$ cat config.mk
export PLATFORM = sky130hd
export DESIGN_NAME = fetch_stage_flat
export DESIGN_NICKNAME = d
export VERILOG_FILES = /design/src/rtl/fetch_stage_if.sv /design/src/rtl/fetch_stage.sv /design/src/flat_wrapper.sv
export SDC_FILE = /design/constraint.sdc
export NUM_CORES = 1
export LEC_CHECK = 0
export CAP_MARGIN = 20
export CORE_MARGIN = 8
export CORE_UTILIZATION = 35
export CTS_BUF_LIST = sky130_fd_sc_hd__clkbuf_4 sky130_fd_sc_hd__clkbuf_8 sky130_fd_sc_hd__clkbuf_16
export DETAILED_ROUTE_END_ITERATION = 7
export HOLD_SLACK_MARGIN = 0.08
export MAX_ROUTING_LAYER = met4
export PLACE_DENSITY = 0.66
export SLEW_MARGIN = 30
export SYNTH_ARGS = -nofsm -noshare
export SYNTH_HDL_FRONTEND = slang
export SYNTH_SLANG_ARGS = --single-unit
$ cat constraint.sdc
create_clock -name clk -period 3.8 [get_ports clk]
set_clock_uncertainty 0.15 [all_clocks]
set_input_delay 1.14 -clock clk [delete_from_list [all_inputs] [get_ports clk]]
set_output_delay 1.14 -clock clk [all_outputs]
set_load 0.01 [all_outputs]
$ cat src/rtl/fetch_stage_if.sv
// Fetch-stage bundle: next-PC controls, instruction memory port and IF/ID outputs.
// master drives controls and memory data; slave is the fetch stage itself.
interface fetch_stage_if;
  logic        stall;
  logic        flush;
  logic [1:0]  PCSrc;
  logic [31:0] branch_target;
  logic [31:0] jalr_target;
  logic [31:0] imem_addr;
  logic [31:0] imem_rdata;
  logic [31:0] instr_out;
  logic [31:0] pc_out;
  logic [31:0] pc_plus4_out;
  logic        valid_out;
  logic        misalign;

  modport master (
    output stall, flush, PCSrc, branch_target, jalr_target, imem_rdata,
    input  imem_addr, instr_out, pc_out, pc_plus4_out, valid_out, misalign
  );

  modport slave (
    input  stall, flush, PCSrc, branch_target, jalr_target, imem_rdata,
    output imem_addr, instr_out, pc_out, pc_plus4_out, valid_out, misalign
  );
endinterface

$ cat src/rtl/fetch_stage.sv
// Instruction fetch stage: PC register, next-PC select and IF/ID register.
// Optional FETCH_MISALIGN_TRAP_EN: misaligned redirects set a sticky flag and halt fetch.
module fetch_stage #(
  parameter logic [31:0] RESET_PC  = 32'h0000_0000,
  parameter logic [31:0] NOP_INSTR = 32'h0000_0013
) (
  input logic          clk,
  input logic          rst,
  fetch_stage_if.slave bus
);
  logic [31:0] pc_q, pc_d;
  logic [31:0] instr_q, instr_d;
  logic [31:0] pc_out_q, pc_out_d;
  logic [31:0] pc_plus4_q, pc_plus4_d;
  logic        valid_q, valid_d;
  logic [31:0] pc_plus4, next_pc, pc_target;
  logic        redirect, pc_load, halted;

  assign pc_plus4 = pc_q + 32'd4;
  assign redirect = (bus.PCSrc == 2'b01) || (bus.PCSrc == 2'b10);

  always_comb begin
    unique case (bus.PCSrc)
      2'b01:   next_pc = bus.branch_target;
      2'b10:   next_pc = {bus.jalr_target[31:1], 1'b0};
      default: next_pc = pc_plus4;
    endcase
  end

`ifdef FETCH_MISALIGN_TRAP_EN
  typedef enum logic {RUN, HALT} run_state_e;
  run_state_e state_q, state_d;
  logic       misalign_q, misalign_d;
  logic       load_en, trap;

  assign load_en = (!bus.stall || bus.flush) && (state_q == RUN);
  assign trap    = load_en && redirect && (next_pc[1:0] != 2'b00);

  always_comb begin
    state_d    = state_q;
    misalign_d = misalign_q;
    if (trap) begin
      state_d    = HALT;
      misalign_d = 1'b1;
    end
  end

  always_ff @(posedge clk) begin
    if (rst) begin
      state_q    <= RUN;
      misalign_q <= 1'b0;
    end else begin
      state_q    <= state_d;
      misalign_q <= misalign_d;
    end
  end

  // The trapping cycle itself already squashes IF/ID, not just the cycles after it.
  assign halted       = (state_q == HALT) || trap;
  assign pc_load      = load_en && !trap;
  assign pc_target    = next_pc;
  assign bus.misalign = misalign_q;
`else
  assign halted       = 1'b0;
  assign pc_load      = !bus.stall || bus.flush;
  assign pc_target    = redirect ? {next_pc[31:2], 2'b00} : next_pc;
  assign bus.misalign = 1'b0;
`endif

  always_comb begin
    pc_d       = pc_load ? pc_target : pc_q;
    instr_d    = instr_q;
    pc_out_d   = pc_out_q;
    pc_plus4_d = pc_plus4_q;
    valid_d    = valid_q;
    if (halted || bus.flush) begin
      instr_d = NOP_INSTR;
      valid_d = 1'b0;
    end else if (!bus.stall) begin
      instr_d    = bus.imem_rdata;
      pc_out_d   = pc_q;
      pc_plus4_d = pc_plus4;
      valid_d    = 1'b1;
    end
  end

  always_ff @(posedge clk) begin
    if (rst) begin
      pc_q       <= RESET_PC;
      instr_q    <= NOP_INSTR;
      pc_out_q   <= '0;
      pc_plus4_q <= '0;
      valid_q    <= 1'b0;
    end else begin
      pc_q       <= pc_d;
      instr_q    <= instr_d;
      pc_out_q   <= pc_out_d;
      pc_plus4_q <= pc_plus4_d;
      valid_q    <= valid_d;
    end
  end

  assign bus.imem_addr    = pc_q;
  assign bus.instr_out    = instr_q;
  assign bus.pc_out       = pc_out_q;
  assign bus.pc_plus4_out = pc_plus4_q;
  assign bus.valid_out    = valid_q;
endmodule
$ cat src/flat_wrapper.sv
// flat-port wrapper written by rule: the top's interface ports become plain ports
module fetch_stage_flat 
#(
  parameter logic [31:0] RESET_PC  = 32'h0000_0000,
  parameter logic [31:0] NOP_INSTR = 32'h0000_0013
)
  (clk, rst, bus_stall, bus_flush, bus_PCSrc, bus_branch_target, bus_jalr_target, bus_imem_rdata, bus_imem_addr, bus_instr_out, bus_pc_out, bus_pc_plus4_out, bus_valid_out, bus_misalign);
  fetch_stage_if bus_i ();
  input logic clk;
  input logic rst;
  input wire logic [$bits(bus_i.stall)-1:0] bus_stall;
  input wire logic [$bits(bus_i.flush)-1:0] bus_flush;
  input wire logic [$bits(bus_i.PCSrc)-1:0] bus_PCSrc;
  input wire logic [$bits(bus_i.branch_target)-1:0] bus_branch_target;
  input wire logic [$bits(bus_i.jalr_target)-1:0] bus_jalr_target;
  input wire logic [$bits(bus_i.imem_rdata)-1:0] bus_imem_rdata;
  output wire logic [$bits(bus_i.imem_addr)-1:0] bus_imem_addr;
  output wire logic [$bits(bus_i.instr_out)-1:0] bus_instr_out;
  output wire logic [$bits(bus_i.pc_out)-1:0] bus_pc_out;
  output wire logic [$bits(bus_i.pc_plus4_out)-1:0] bus_pc_plus4_out;
  output wire logic [$bits(bus_i.valid_out)-1:0] bus_valid_out;
  output wire logic [$bits(bus_i.misalign)-1:0] bus_misalign;
  assign bus_i.stall = bus_stall;
  assign bus_i.flush = bus_flush;
  assign bus_i.PCSrc = bus_PCSrc;
  assign bus_i.branch_target = bus_branch_target;
  assign bus_i.jalr_target = bus_jalr_target;
  assign bus_i.imem_rdata = bus_imem_rdata;
  assign bus_imem_addr = bus_i.imem_addr;
  assign bus_instr_out = bus_i.instr_out;
  assign bus_pc_out = bus_i.pc_out;
  assign bus_pc_plus4_out = bus_i.pc_plus4_out;
  assign bus_valid_out = bus_i.valid_out;
  assign bus_misalign = bus_i.misalign;
  fetch_stage #(.RESET_PC(RESET_PC), .NOP_INSTR(NOP_INSTR)) u_core (.clk(clk), .rst(rst), .bus(bus_i));
endmodule
Word level (Yosys, flattened, before mapping)
Index checks and enable logic that the tools add are counted.
{"block": "totals", "in_bits": 102, "ff_bits": 129}
{"block": "classes", "n_bitwise": 2, "muxes": 2, "n_addsub": 1, "n_eq_ne": 2, "reduce_logical": 5}
{"cell": "case mux 32 bit (2 select lines)", "count": 1}
{"cell": "adder 32 x 3 -> 32 bit (second input constant)", "count": 1}
{"cell": "equality test 2 x 1 -> 1 bit (second input constant)", "count": 1}
{"cell": "equality test 2 bit (second input constant)", "count": 1}
{"cell": "logical OR 1 bit", "count": 2}
{"cell": "two-way mux 2 bit", "count": 1}
{"cell": "inverter 1 bit", "count": 2}
{"cell": "AND reduction 2 bit", "count": 1}
{"cell": "OR reduction 2 bit", "count": 1}
{"cell": "zero test 1 bit", "count": 1}

Longest topological paths before layout
{"block": "depth", "depth_word": 3, "ltp_mapped": 9, "depth_no_buf": 7}

Worst setup path before layout
Ideal clock, no wire load.
{"block": "synth_timing", "path_kind": "input port to flip-flop", "from": "in bus_PCSrc[0]", "to": "reg u_core.pc_q[2] (netlist: u_core.bus.imem_addr[2])", "setup_slack_ps": 1055, "arrival_time_ps": 2467, "cell_stages": 8, "n_path_buf": 2, "setup_time_ps": 128, "path_cell_list": "inv_1 -> ha_1 -> inv_1 -> buf_1 -> clkbuf_1 -> nor3_1 -> a221oi_1 -> nor2_1"}
{"block": "synth_via", "elab_chain_len": 2, "word_cells_on_any_way": 3}
{"item": "from (decl)", "line_no": "flat_wrapper.sv:13", "source": "input wire logic [$bits(bus_i.PCSrc)-1:0] bus_PCSrc;"}
{"item": "equality test 2 bit / equality test 2 x 1 -> 1 bit (equally long branches)", "line_no": "fetch_stage.sv:23", "source": "unique case (bus.PCSrc)"}
{"item": "case mux 32 bit (2 select lines) (*)", "line_no": "fetch_stage.sv:23"}
{"item": "to (signal assigned)", "line_no": "fetch_stage.sv:95", "source": "pc_q <= pc_d;"}
{"item": "to (decl)", "line_no": "fetch_stage.sv:11", "source": "logic [31:0] pc_q, pc_d;"}
Every way passes the cells marked *; elsewhere a longest branch is shown, timed or not.
A chain may end at the register's enable or synchronous reset.

Final worst setup path
{"block": "layout_timing", "from": "in bus_PCSrc[0]", "to": "reg u_core.pc_q[30] (netlist: u_core.bus.imem_addr[30])"}
The elaborated chain is that of the path after synthesis.

==> results.toml <==
[status]
status = "finished, final reports clean"

[routing]
drt_pass1_iterations = 5
viasPerCell = 5.13
wl_per_cell_um = 17.9
drc = 0
antenna_left = 0
drtIter0Drc = 272
num_vias = 5831
wirelength_um = 20300

[worst_setup_path]
reg2reg_slack_ns = 1.03
cp.required_ns = 3.99
crit_fanout = 30
r2r_start = "u_core.bus.imem_addr[4]"
critPathArrivalTime_ns = 3.28
crit_path_start_kind = "input pin"
endpoint_kind = "flop"
crit_type = "input pin to flop"
r2r_end = "u_core.bus.imem_addr[21]"
r2r_cells = 5

[flow_run]
drv_cap = 0

[place]
port_buffers = 226
dp_hpwl_um = 15000
gp_congestion = 0.851

[sta]
post-route-period-util_pct = 81.2
maxSlewViolCount = 0
hold_viol_final = 0
whs_ns = 0.302
finalCriticalPeriod_ns = 3.09
slew_headroom_pct = 43.7
rsz0062_at_grt = "false"
tightest_slew_ns = 0.842
fmax_ghz = 0.324
setup_viol = 0
tns_ns = 0

[synth]
synth_area_um2 = 5940
synthCells = 714
yosysTopAreaCellShare_pct = 42.8
yosysUniqueCellTypes = 55
avgSynthCellArea_um2 = 8.32
synthTopCellsByCount = "dfxtp_1 (127), nand2_1 (99), nor2_1 (74)"
synth_edf_count = 0
synth.area.top_cells = "dfxtp_1 (43%), nand2_1 (6.3%), mux2i_1 (5.6%)"
yosys_warnings = 0
yosysMostFrequentCell = "dfxtp_1"
seq_area_frac_synth_pct = 42.8
synth-seq-cells = 127
ys_async_sr_fraction_pct = 0
synth-main-ff-cell = "dfxtp_1"
syn-num-nets = 819
yosysTopAreaCell = "dfxtp_1"

[grt]
busiest_layer = "met2"
antenna_found_initial = 0
track_usage_pct = 19.4
met1_usage_pct = 24.9
use_met3_pct = 5.41
grt_max_degree = 37
grt_pass1_wl_um = 32200
grtUsageMet2_pct = 28.6
grt_pass1_vias = 5712
grt_overflow = 0

[hold_path]
min_path_cells = 2
hp-start = "u_core.bus.pc_out[21]"
min-delay-path-class = "flop to flop"
min_to = "u_core.bus.pc_out[21]"

[floorplan]
num_rows = 47
initial_utilization_pct = 35.8
io_pins = 232
die-area_um2 = 21400
dieHeight_um = 146
core-area_um2 = 16600
die_x_um = 146

[pwr]
p_switching_w = 0.000935
total_power_w = 0.00376
combinationalPowerShare_pct = 14.7
cellPowerDensity_nw_per_um2 = 421
ir_drop_uv = 292
power_switching_share_pct = 24.9
p_clk_share_pct = 46.7
p_leak_nw = 3.23
pwr-share-seq_pct = 38.6
p_int_w = 0.00283

[clocking]
cts_made_buffers = 17
cts-htree-levels = 4
postCtsResizedCells = 0
clock_latency_ns = 0.42
clk_pin_slew_ns = 0.06
clockBufferDepth = 2
cts_num_sinks = 127
cts_tree = "done"
cts_setup_buffers = 0
hold_buffers = 0
cts_root_buffer = "clkbuf_16"

[layout]
fillCellCount = 1591
area_growth_pct = 50.5
regArea_um2 = 2540
antenna_cells = 0
multi_input_area_um2 = 3040
fin_nets = 1008
drive_gt1_share_pct = 7.86
-- worst max-delay path by stage --
stage                  from                        to  slack (ns)
2_1_floorplan  bus_PCSrc[0]   u_core.bus.imem_addr[2]        1.06
3_3_place_gp   bus_PCSrc[0]  u_core.bus.imem_addr[21]        0.36
3_5_place_dp   bus_PCSrc[0]  u_core.bus.imem_addr[29]        0.32
4_1_cts        bus_PCSrc[0]  u_core.bus.imem_addr[30]        0.74
5_1_grt        bus_PCSrc[0]  u_core.bus.imem_addr[31]        0.62
6_report       bus_PCSrc[0]  u_core.bus.imem_addr[30]        0.71
-- critical path, stage by stage --
cell	delay, ns
clkdlybuf4s50_1	0.48
inv_1	0.05
ha_1	0.30
buf_4	0.25
nor2_1	0.69
a22oi_1	0.14
a21oi_1	0.21
-- area by class of cell --
class	count	area share, %
tap	220	3.08
timing repair buffer	246	27.0
sequential	127	28.4
inverter	8	0.336
clock buffer	20	5.15
multi-input combinational	503	33.9
clock inverter	12	2.07
-- layer usage --
metal	part of all wire, %	vias to the layer above
met3	7.1	15
met5	0	-
met1	48	2672
li1	-	2894
met2	44	250
met4	1.0	0
-- layout by cell type (no fill, tap or decap), types with 4 or more instances in the layout --
master,instances
clkdlybuf4s50_1,224
dfxtp_1,127
nand2_1,99
nor2_1,73
a21oi_1,63
mux2i_1,33
o21ai_0,27
a22oi_1,21
a22o_1,19
buf_4,19
nand3_1,18
clkbuf_16,17
xor2_1,16
a211oi_1,15
xnor2_1,10
o31ai_1,10
nand4_1,9
inv_1,7
and3_1,7
a21o_1,7
and4_1,6
nor3_1,6
nor4_1,6
mux2_2,5
a31oi_1,5
or3_1,4
a221oi_1,4
clkinvlp_4,4
bufinv_16,4
clkinv_4,4
-- kinds of logic after synthesis --
kind of cell | Yosys count | synth area share [%]
AO/OA/AOI/OAI | 189 | 20.9
XOR/XNOR | 26 | 3.83
adder cells (fa/ha/maj) | 3 | 0.632
buffers and inverters | 84 | 6.32
flip-flops | 127 | 42.8
multiplexers | 38 | 6.51
other | 1 | 0.0631
AND/OR/NAND/NOR | 246 | 18.9
-- state kept, by name, indices dropped and copies added (netlist names) --
signal and count:
u_core.bus.imem_addr 32, u_core.bus.instr_out 32, u_core.bus.pc_plus4_out 32, u_core.bus.pc_out 30, u_core.bus.valid_out 1
-- power groups by stage --
| stage | clock network (W) | logic, W | registers [W] |
|---|---|---|---|
| 5_1_grt | 0.00185 | 0.000601 | 0.00146 |
| 2_1_floorplan | 0 | 0.000249 | 0.00148 |
| 4_1_cts | 0.00180 | 0.000556 | 0.00145 |
| 6_report | 0.00176 | 0.000552 | 0.00145 |
| 3_3_place_gp | 0 | 0.000550 | 0.00148 |
| 3_5_place_dp | 0 | 0.000553 | 0.00148 |
-- through the flow --
step / util [%] / worst slack, ns / cell area [um^2] / instances
6_report: 53.9 / 0.715 / 8940 / 1136
5_1_grt: 53.9 / 0.622 / 8940 / 1136
4_1_cts: 53.9 / 0.739 / 8940 / 1136
3_5_place_dp: 50.0 / 0.322 / 8300 / 1104
3_3_place_gp: 50.0 / 0.362 / 8300 / 1104
2_1_floorplan: - / 1.06 / 5940 / 714
No activity file was read; power rests on OpenSTA's default activity.
